### config.mk
export PLATFORM = sky130hd
export DESIGN_NAME = fir_filter_pipe
export DESIGN_NICKNAME = d
export VERILOG_FILES = /design/src/rtl/fir_pkg.sv /design/src/rtl/fir_delay_line.sv /design/src/rtl/fir_filter_pipe.sv
export SDC_FILE = /design/constraint.sdc
export NUM_CORES = 2
export LEC_CHECK = 0
export CORE_ASPECT_RATIO = 0.8
export CORE_MARGIN = 8
export CORE_UTILIZATION = 60
export CTS_CLUSTER_SIZE = 10
export DETAILED_ROUTE_END_ITERATION = 16
export HOLD_SLACK_MARGIN = 0.02
export PLACE_DENSITY = 0.78
export SYNTH_ARGS = -nofsm -noshare
export SYNTH_HDL_FRONTEND = slang
export SYNTH_SLANG_ARGS = --single-unit
### constraint.sdc
create_clock -name clk -period 10.3 [get_ports clk]
set_input_delay 2.06 -clock clk [delete_from_list [all_inputs] [get_ports clk]]
set_output_delay 2.06 -clock clk [all_outputs]
set_load 0.01 [all_outputs]
### src/rtl/fir_pkg.sv
// Shared FIR defaults and width helpers for fir_filter_pipe, its bench and later FIR variants.
package fir_pkg;

    localparam int DEF_DATA_W = 16;
    localparam int DEF_COEF_W = 8;
    localparam int DEF_TAPS   = 4;

    function automatic int clog2(input int value);
        int r;
        r = 0;
        while ((1 << r) < value) begin
            r++;
        end
        return r;
    endfunction

    // Room for TAPS full-width products to add without overflow.
    function automatic int acc_width(input int data_w, input int coef_w, input int taps);
        return data_w + coef_w + clog2(taps);
    endfunction

    localparam int DEF_ACC_W = acc_width(DEF_DATA_W, DEF_COEF_W, DEF_TAPS);

endpackage

### src/rtl/fir_delay_line.sv
// N-deep sample history for the FIR; taps[0] is the most recent accepted sample.
module fir_delay_line
    import fir_pkg::*;
#(
    parameter int N = 3,
    parameter int W = 16
) (
    input  logic                clk,
    input  logic                rst_n,
    input  logic                en,
    input  logic                flush,
    input  logic [W-1:0]        din,
    output logic [N-1:0][W-1:0] taps
);

    // Shift in a new sample on enable; flush wins over enable.
    always_ff @(posedge clk or negedge rst_n) begin
        if (!rst_n) begin
            taps <= '0;
        end else if (flush) begin
            taps <= '0;
        end else if (en) begin
            taps[0] <= din;
            for (int i = 1; i < N; i++) begin
                taps[i] <= taps[i-1];
            end
        end
    end

endmodule

### src/rtl/fir_filter_pipe.sv
// Three-stage pipelined direct-form FIR (multiply, sum, round/shift) with loadable coefficients.
// Define FIR_SAT_EN to clamp the result to the output range instead of wrapping it.
module fir_filter_pipe
    import fir_pkg::*;
#(
    parameter int DATA_W = DEF_DATA_W,
    parameter int COEF_W = DEF_COEF_W,
    parameter int TAPS   = DEF_TAPS,
    parameter int SHIFT  = COEF_W - 1
) (
    input  logic                     clk,
    input  logic                     reset,
    input  logic                     in_valid,
    input  logic [DATA_W-1:0]        data_in,
    input  logic                     flush,
    input  logic                     coef_we,
    input  logic [clog2(TAPS)-1:0]   coef_addr,
    input  logic [COEF_W-1:0]        coef_data,
    output logic                     out_valid,
    output logic [DATA_W-1:0]        data_out
);

    localparam int AW    = clog2(TAPS);
    localparam int PW    = DATA_W + COEF_W;
    localparam int ACC_W = acc_width(DATA_W, COEF_W, TAPS);
    localparam logic signed [ACC_W-1:0] RND = (SHIFT > 0) ? (ACC_W'(1) << (SHIFT - 1)) : '0;

    logic [TAPS-2:0][DATA_W-1:0] x_s;
    logic signed [DATA_W-1:0]    tap_s  [TAPS];
    logic signed [COEF_W-1:0]    coef_r [TAPS];
    logic signed [PW-1:0]        p_r    [TAPS];
    logic signed [ACC_W-1:0]     sum_s;
    logic signed [ACC_W-1:0]     acc_r;
    logic [DATA_W-1:0]           res_s;
    logic                        v1_r;
    logic                        v2_r;

    fir_delay_line #(
        .N (TAPS - 1),
        .W (DATA_W)
    ) u_delay (
        .clk   (clk),
        .rst_n (reset),
        .en    (in_valid),
        .flush (flush),
        .din   (data_in),
        .taps  (x_s)
    );

    // Tap 0 sees the incoming sample directly, the rest come from history.
    always_comb begin
        tap_s[0] = $signed(data_in);
        for (int i = 1; i < TAPS; i++) begin
            tap_s[i] = $signed(x_s[i-1]);
        end
    end

    // Coefficient bank; an out-of-range address matches no tap.
    always_ff @(posedge clk or negedge reset) begin
        if (!reset) begin
            for (int i = 0; i < TAPS; i++) begin
                coef_r[i] <= '0;
            end
        end else begin
            for (int i = 0; i < TAPS; i++) begin
                if (coef_we && (coef_addr == AW'(i))) begin
                    coef_r[i] <= coef_data;
                end
            end
        end
    end

    // Stage 1: full-precision products, sampled with the pre-write coefficients.
    always_ff @(posedge clk or negedge reset) begin
        if (!reset) begin
            for (int i = 0; i < TAPS; i++) begin
                p_r[i] <= '0;
            end
            v1_r <= 1'b0;
        end else if (flush) begin
            for (int i = 0; i < TAPS; i++) begin
                p_r[i] <= '0;
            end
            v1_r <= 1'b0;
        end else begin
            v1_r <= in_valid;
            if (in_valid) begin
                for (int i = 0; i < TAPS; i++) begin
                    p_r[i] <= PW'(tap_s[i]) * PW'(coef_r[i]);
                end
            end
        end
    end

    // Adder tree input: sign-extended sum of all products.
    always_comb begin
        sum_s = '0;
        for (int i = 0; i < TAPS; i++) begin
            sum_s = sum_s + ACC_W'(p_r[i]);
        end
    end

    // Stage 2: accumulator register.
    always_ff @(posedge clk or negedge reset) begin
        if (!reset) begin
            acc_r <= '0;
            v2_r  <= 1'b0;
        end else if (flush) begin
            acc_r <= '0;
            v2_r  <= 1'b0;
        end else begin
            acc_r <= sum_s;
            v2_r  <= v1_r;
        end
    end

`ifdef FIR_SAT_EN
    localparam logic signed [ACC_W-1:0] SAT_MAX = {{(ACC_W-DATA_W+1){1'b0}}, {(DATA_W-1){1'b1}}};
    localparam logic signed [ACC_W-1:0] SAT_MIN = {{(ACC_W-DATA_W+1){1'b1}}, {(DATA_W-1){1'b0}}};
    logic signed [ACC_W-1:0] shr_s;

    // Round half up, scale, then clamp to the output range.
    always_comb begin
        shr_s = (acc_r + RND) >>> SHIFT;
        if (shr_s > SAT_MAX) begin
            res_s = SAT_MAX[DATA_W-1:0];
        end else if (shr_s < SAT_MIN) begin
            res_s = SAT_MIN[DATA_W-1:0];
        end else begin
            res_s = shr_s[DATA_W-1:0];
        end
    end
`else
    // Round half up, scale, keep the low DATA_W bits.
    always_comb begin
        res_s = DATA_W'((acc_r + RND) >>> SHIFT);
    end
`endif

    // Stage 3: output register; data_out holds through bubbles and flush.
    always_ff @(posedge clk or negedge reset) begin
        if (!reset) begin
            out_valid <= 1'b0;
            data_out  <= '0;
        end else if (flush) begin
            out_valid <= 1'b0;
        end else begin
            out_valid <= v2_r;
            if (v2_r) begin
                data_out <= res_s;
            end
        end
    end

endmodule
==> metrics.yaml <==
worstPathMaxFanout: 9
drive_gt1_share_pct: 3.32
relSlewSlack_pct: 28.9
dr.pass1.iters: 5
cts_tree: "done"
crit_type: "in2reg"
yosysUniqueCellTypes: 71
crit_path_end_kind: "register"
portBuffers: 47
final_area_sq_mm: 0.0291
status: "finished, final reports clean"
grt_setup_unrepaired: "no"
wl_um: 65600
leakage_nw: 14.9
async_reset_ff_share_pct: 100
min_path_type: "reg2reg"
clkTransAtPathRegs_ns: 0.06
grt_pass1_wl_um: 110000
synth_top_area_share_pct: 32.4
gp_congestion: 0.882
synth.cell_area_sq_mm: 0.0274
seq_area_frac_synth_pct: 19.0
fmax_ghz: 0.149
hp-start: "v1_r"
dpl_cell_area_sq_mm: 0.0283
netlist_instances: 2870
comb_power_share_pct: 67.3
row_count: 70
worst_pin_slew_ns: 1.07
clockBufferDepth: 3
critPathArrivalTime_ns: 7.15
ys_warn_count: 0
overflow: 0
ir_drop_mv: 0.290
synth_edf_count: 0
ios: 48
synthToLayoutAreaGrowth_pct: 6.03
period_minus_slack_ns: 6.72
grt_pass1_vias: 21200
dp_hpwl_um: 51400
clock-sinks: 208
synth_ff_type: "dfrtp_1"
htreeDepth: 1
finalCritPeriodShare_pct: 65.3
tns_ns: 0
start_kind: "input pin"
yosysTopAreaCell: "fa_1"
p_per_area_mw_per_mm2: 221
timing.final.ws_setup_ns: 3.58
p_seq_share_pct: 19.9
post_cts_buffers: 0
maxCapViolCount: 0
hold_buffers: 0
ant_nets: 0
internal_power_mw: 3.28
finalMaxSlewViolations: 0
grt_antenna_before_repair: 3
vias_per_cell: 5.63
wl_per_cell_um: 18.9
netlist_top_cells_area: "fa_1 (32%), dfrtp_1 (19%), ha_1 (8.8%), and2_1 (8.3%), inv_1 (7.8%)"
clkLatencyLatePin_ns: 0.55
final_nets: 3518
crit_path_start: "data_in[7]"
pwr-share-clk_pct: 12.8
dieArea_sq_mm: 0.0528
hold_viol_final: 0
drc_errors: 0
timing.rr.start: "coef_r[31]"
dr_total_vias: 19500
fin_skew_ns: 0.0190
cts_made_buffers: 26
setup_viol: 0
cts-root-buf: "clkbuf_16"
worstPathRequired_ns: 10.72
grt_usage_pct: 25.7
avgSynthCellArea_sq_um: 9.55
drt_iter0_drc: 1358
die_y_um: 207
pre_cts_slack_ns: 3.07
cts_resized: 0
core_sq_mm: 0.0454
start_util_pct: 60.4
die_x_um: 255
synth-seq-cells: 208
synth_nets: 3537
grt_max_degree: 92
p_total_mw: 6.41
switching_power_mw: 3.13
p_sw_share_pct: 48.9
layout by cell type (no fill, tap or decap), types with 44 or more instances in the layout:
| cell | count |
|---|---|
| inv_1 | 569 |
| fa_1 | 443 |
| and2_1 | 364 |
| nor2_1 | 217 |
| dfrtp_1 | 208 |
| ha_1 | 193 |
| nand2_1 | 155 |
| mux2i_1 | 87 |
| xnor2_1 | 66 |
| o21ai_0 | 63 |
| a21oi_1 | 62 |
| xor2_1 | 49 |
| clkdlybuf4s50_1 | 44 |
area by class of cell:
class                      instances  area [sq um]
timing repair buffer              54           526
tap                              612           766
clock inverter                     5          40.0
clock buffer                      30           696
inverter                         571          2140
antenna                            2          5.00
fill                            3624         16300
sequential                       208          5200
multi-input combinational       1990         19700
flip-flops by register name, indices dropped and copies added, names as in the netlist:
register	count
v1_r	1
acc_r	17
data_out	16
p_r	92
v2_r	1
u_delay.taps	48
coef_r	32
out_valid	1
routing by layer:
layer	vias to the layer above	track usage [%]	wire [um]
li1	8759	-	-
met1	10000	36.0	28600
met2	619	41.2	30800
met3	128	4.45	4300
met4	4	6.94	1870
met5	-	0	22
stage by stage:
step                      util, %  std cells  hold WS [ns]
after floorplan                 -       2870         0.439
after global placement       62.4       3435         0.450
after detailed placement     62.4       3435         0.453
after CTS                    64.0       3470         0.472
after global routing         64.0       3471         0.494
final                        64.0       3472         0.467
critical path, cell delays in order:
cell             delay, ns
clkdlybuf4s50_1       0.63
and2_1                0.27
fa_1                  0.57
fa_1                  0.44
fa_1                  0.49
inv_1                 0.05
fa_1                  0.47
inv_1                 0.04
ha_1                  0.32
o21ai_0               0.30
o21bai_2              0.15
a22oi_1               0.26
a31oi_1               0.20
or4_1                 0.44
a31oi_1               0.21
xor2_1                0.18
o21ai_1               0.07
power by group through the flow:
stage          sequential (mW)  combinational (mW)  clock [mW]
2_1_floorplan             1.11                3.26           0
3_3_place_gp              1.27                4.07           0
3_5_place_dp              1.28                4.24           0
4_1_cts                   1.26                4.29       0.835
5_1_grt                   1.29                4.84       0.868
6_report                  1.27                4.32       0.823
final timing paths:
path	endpoint	slack (ns)	depth (start not counted)
max in group asynchronous	u_delay.taps[31]	6.55	3
min	v2_r	0.47	1
min reg2reg	v2_r	0.47	1
max reg2reg	p_r[93]	4.87	17
min in group asynchronous	out_valid	1.50	1
max	p_r[93]	3.58	17
cells in the mapped netlist (3+ instances only):
cell      number
nand3b_1       5
and4_1         3
nand4_1        5
a211oi_1      13
o21ai_0       63
xnor2_1       66
o21a_1        13
a211o_1        3
buf_2          3
and2_1       364
nand2_1      155
dfrtp_1      208
a21oi_1       62
o21ai_1        9
fa_1         443
nand2b_1      23
ha_1         193
o31a_1         3
and3_1         7
or3_1          6
nor2_1       218
clkbuf_1      86
mux2_2        32
o21bai_1      11
a31oi_1        9
mux2i_1       87
a21o_1        27
inv_1        569
nor2b_1        4
a21oi_2        4
o31ai_1        4
xor2_1        49
nor3_1        25
a221oi_1       3
buf_1         10
nand3_1       30
nor3b_1        4
logic make-up (layout without fill, tap and decap cells):
group | count (synthesis) | after routing | share of synthesized area (%)
simple gates | 862 | 862 | 16.2
flops | 208 | 208 | 19.0
fa+ha+maj | 636 | 636 | 41.2
mux | 119 | 119 | 4.49
xor+xnor | 115 | 115 | 3.68
compound gates | 258 | 258 | 6.19
buf+inv | 672 | 660 | 9.24
other cells | 0 | 2 | 0
Power figures use the tool's default switching activity.
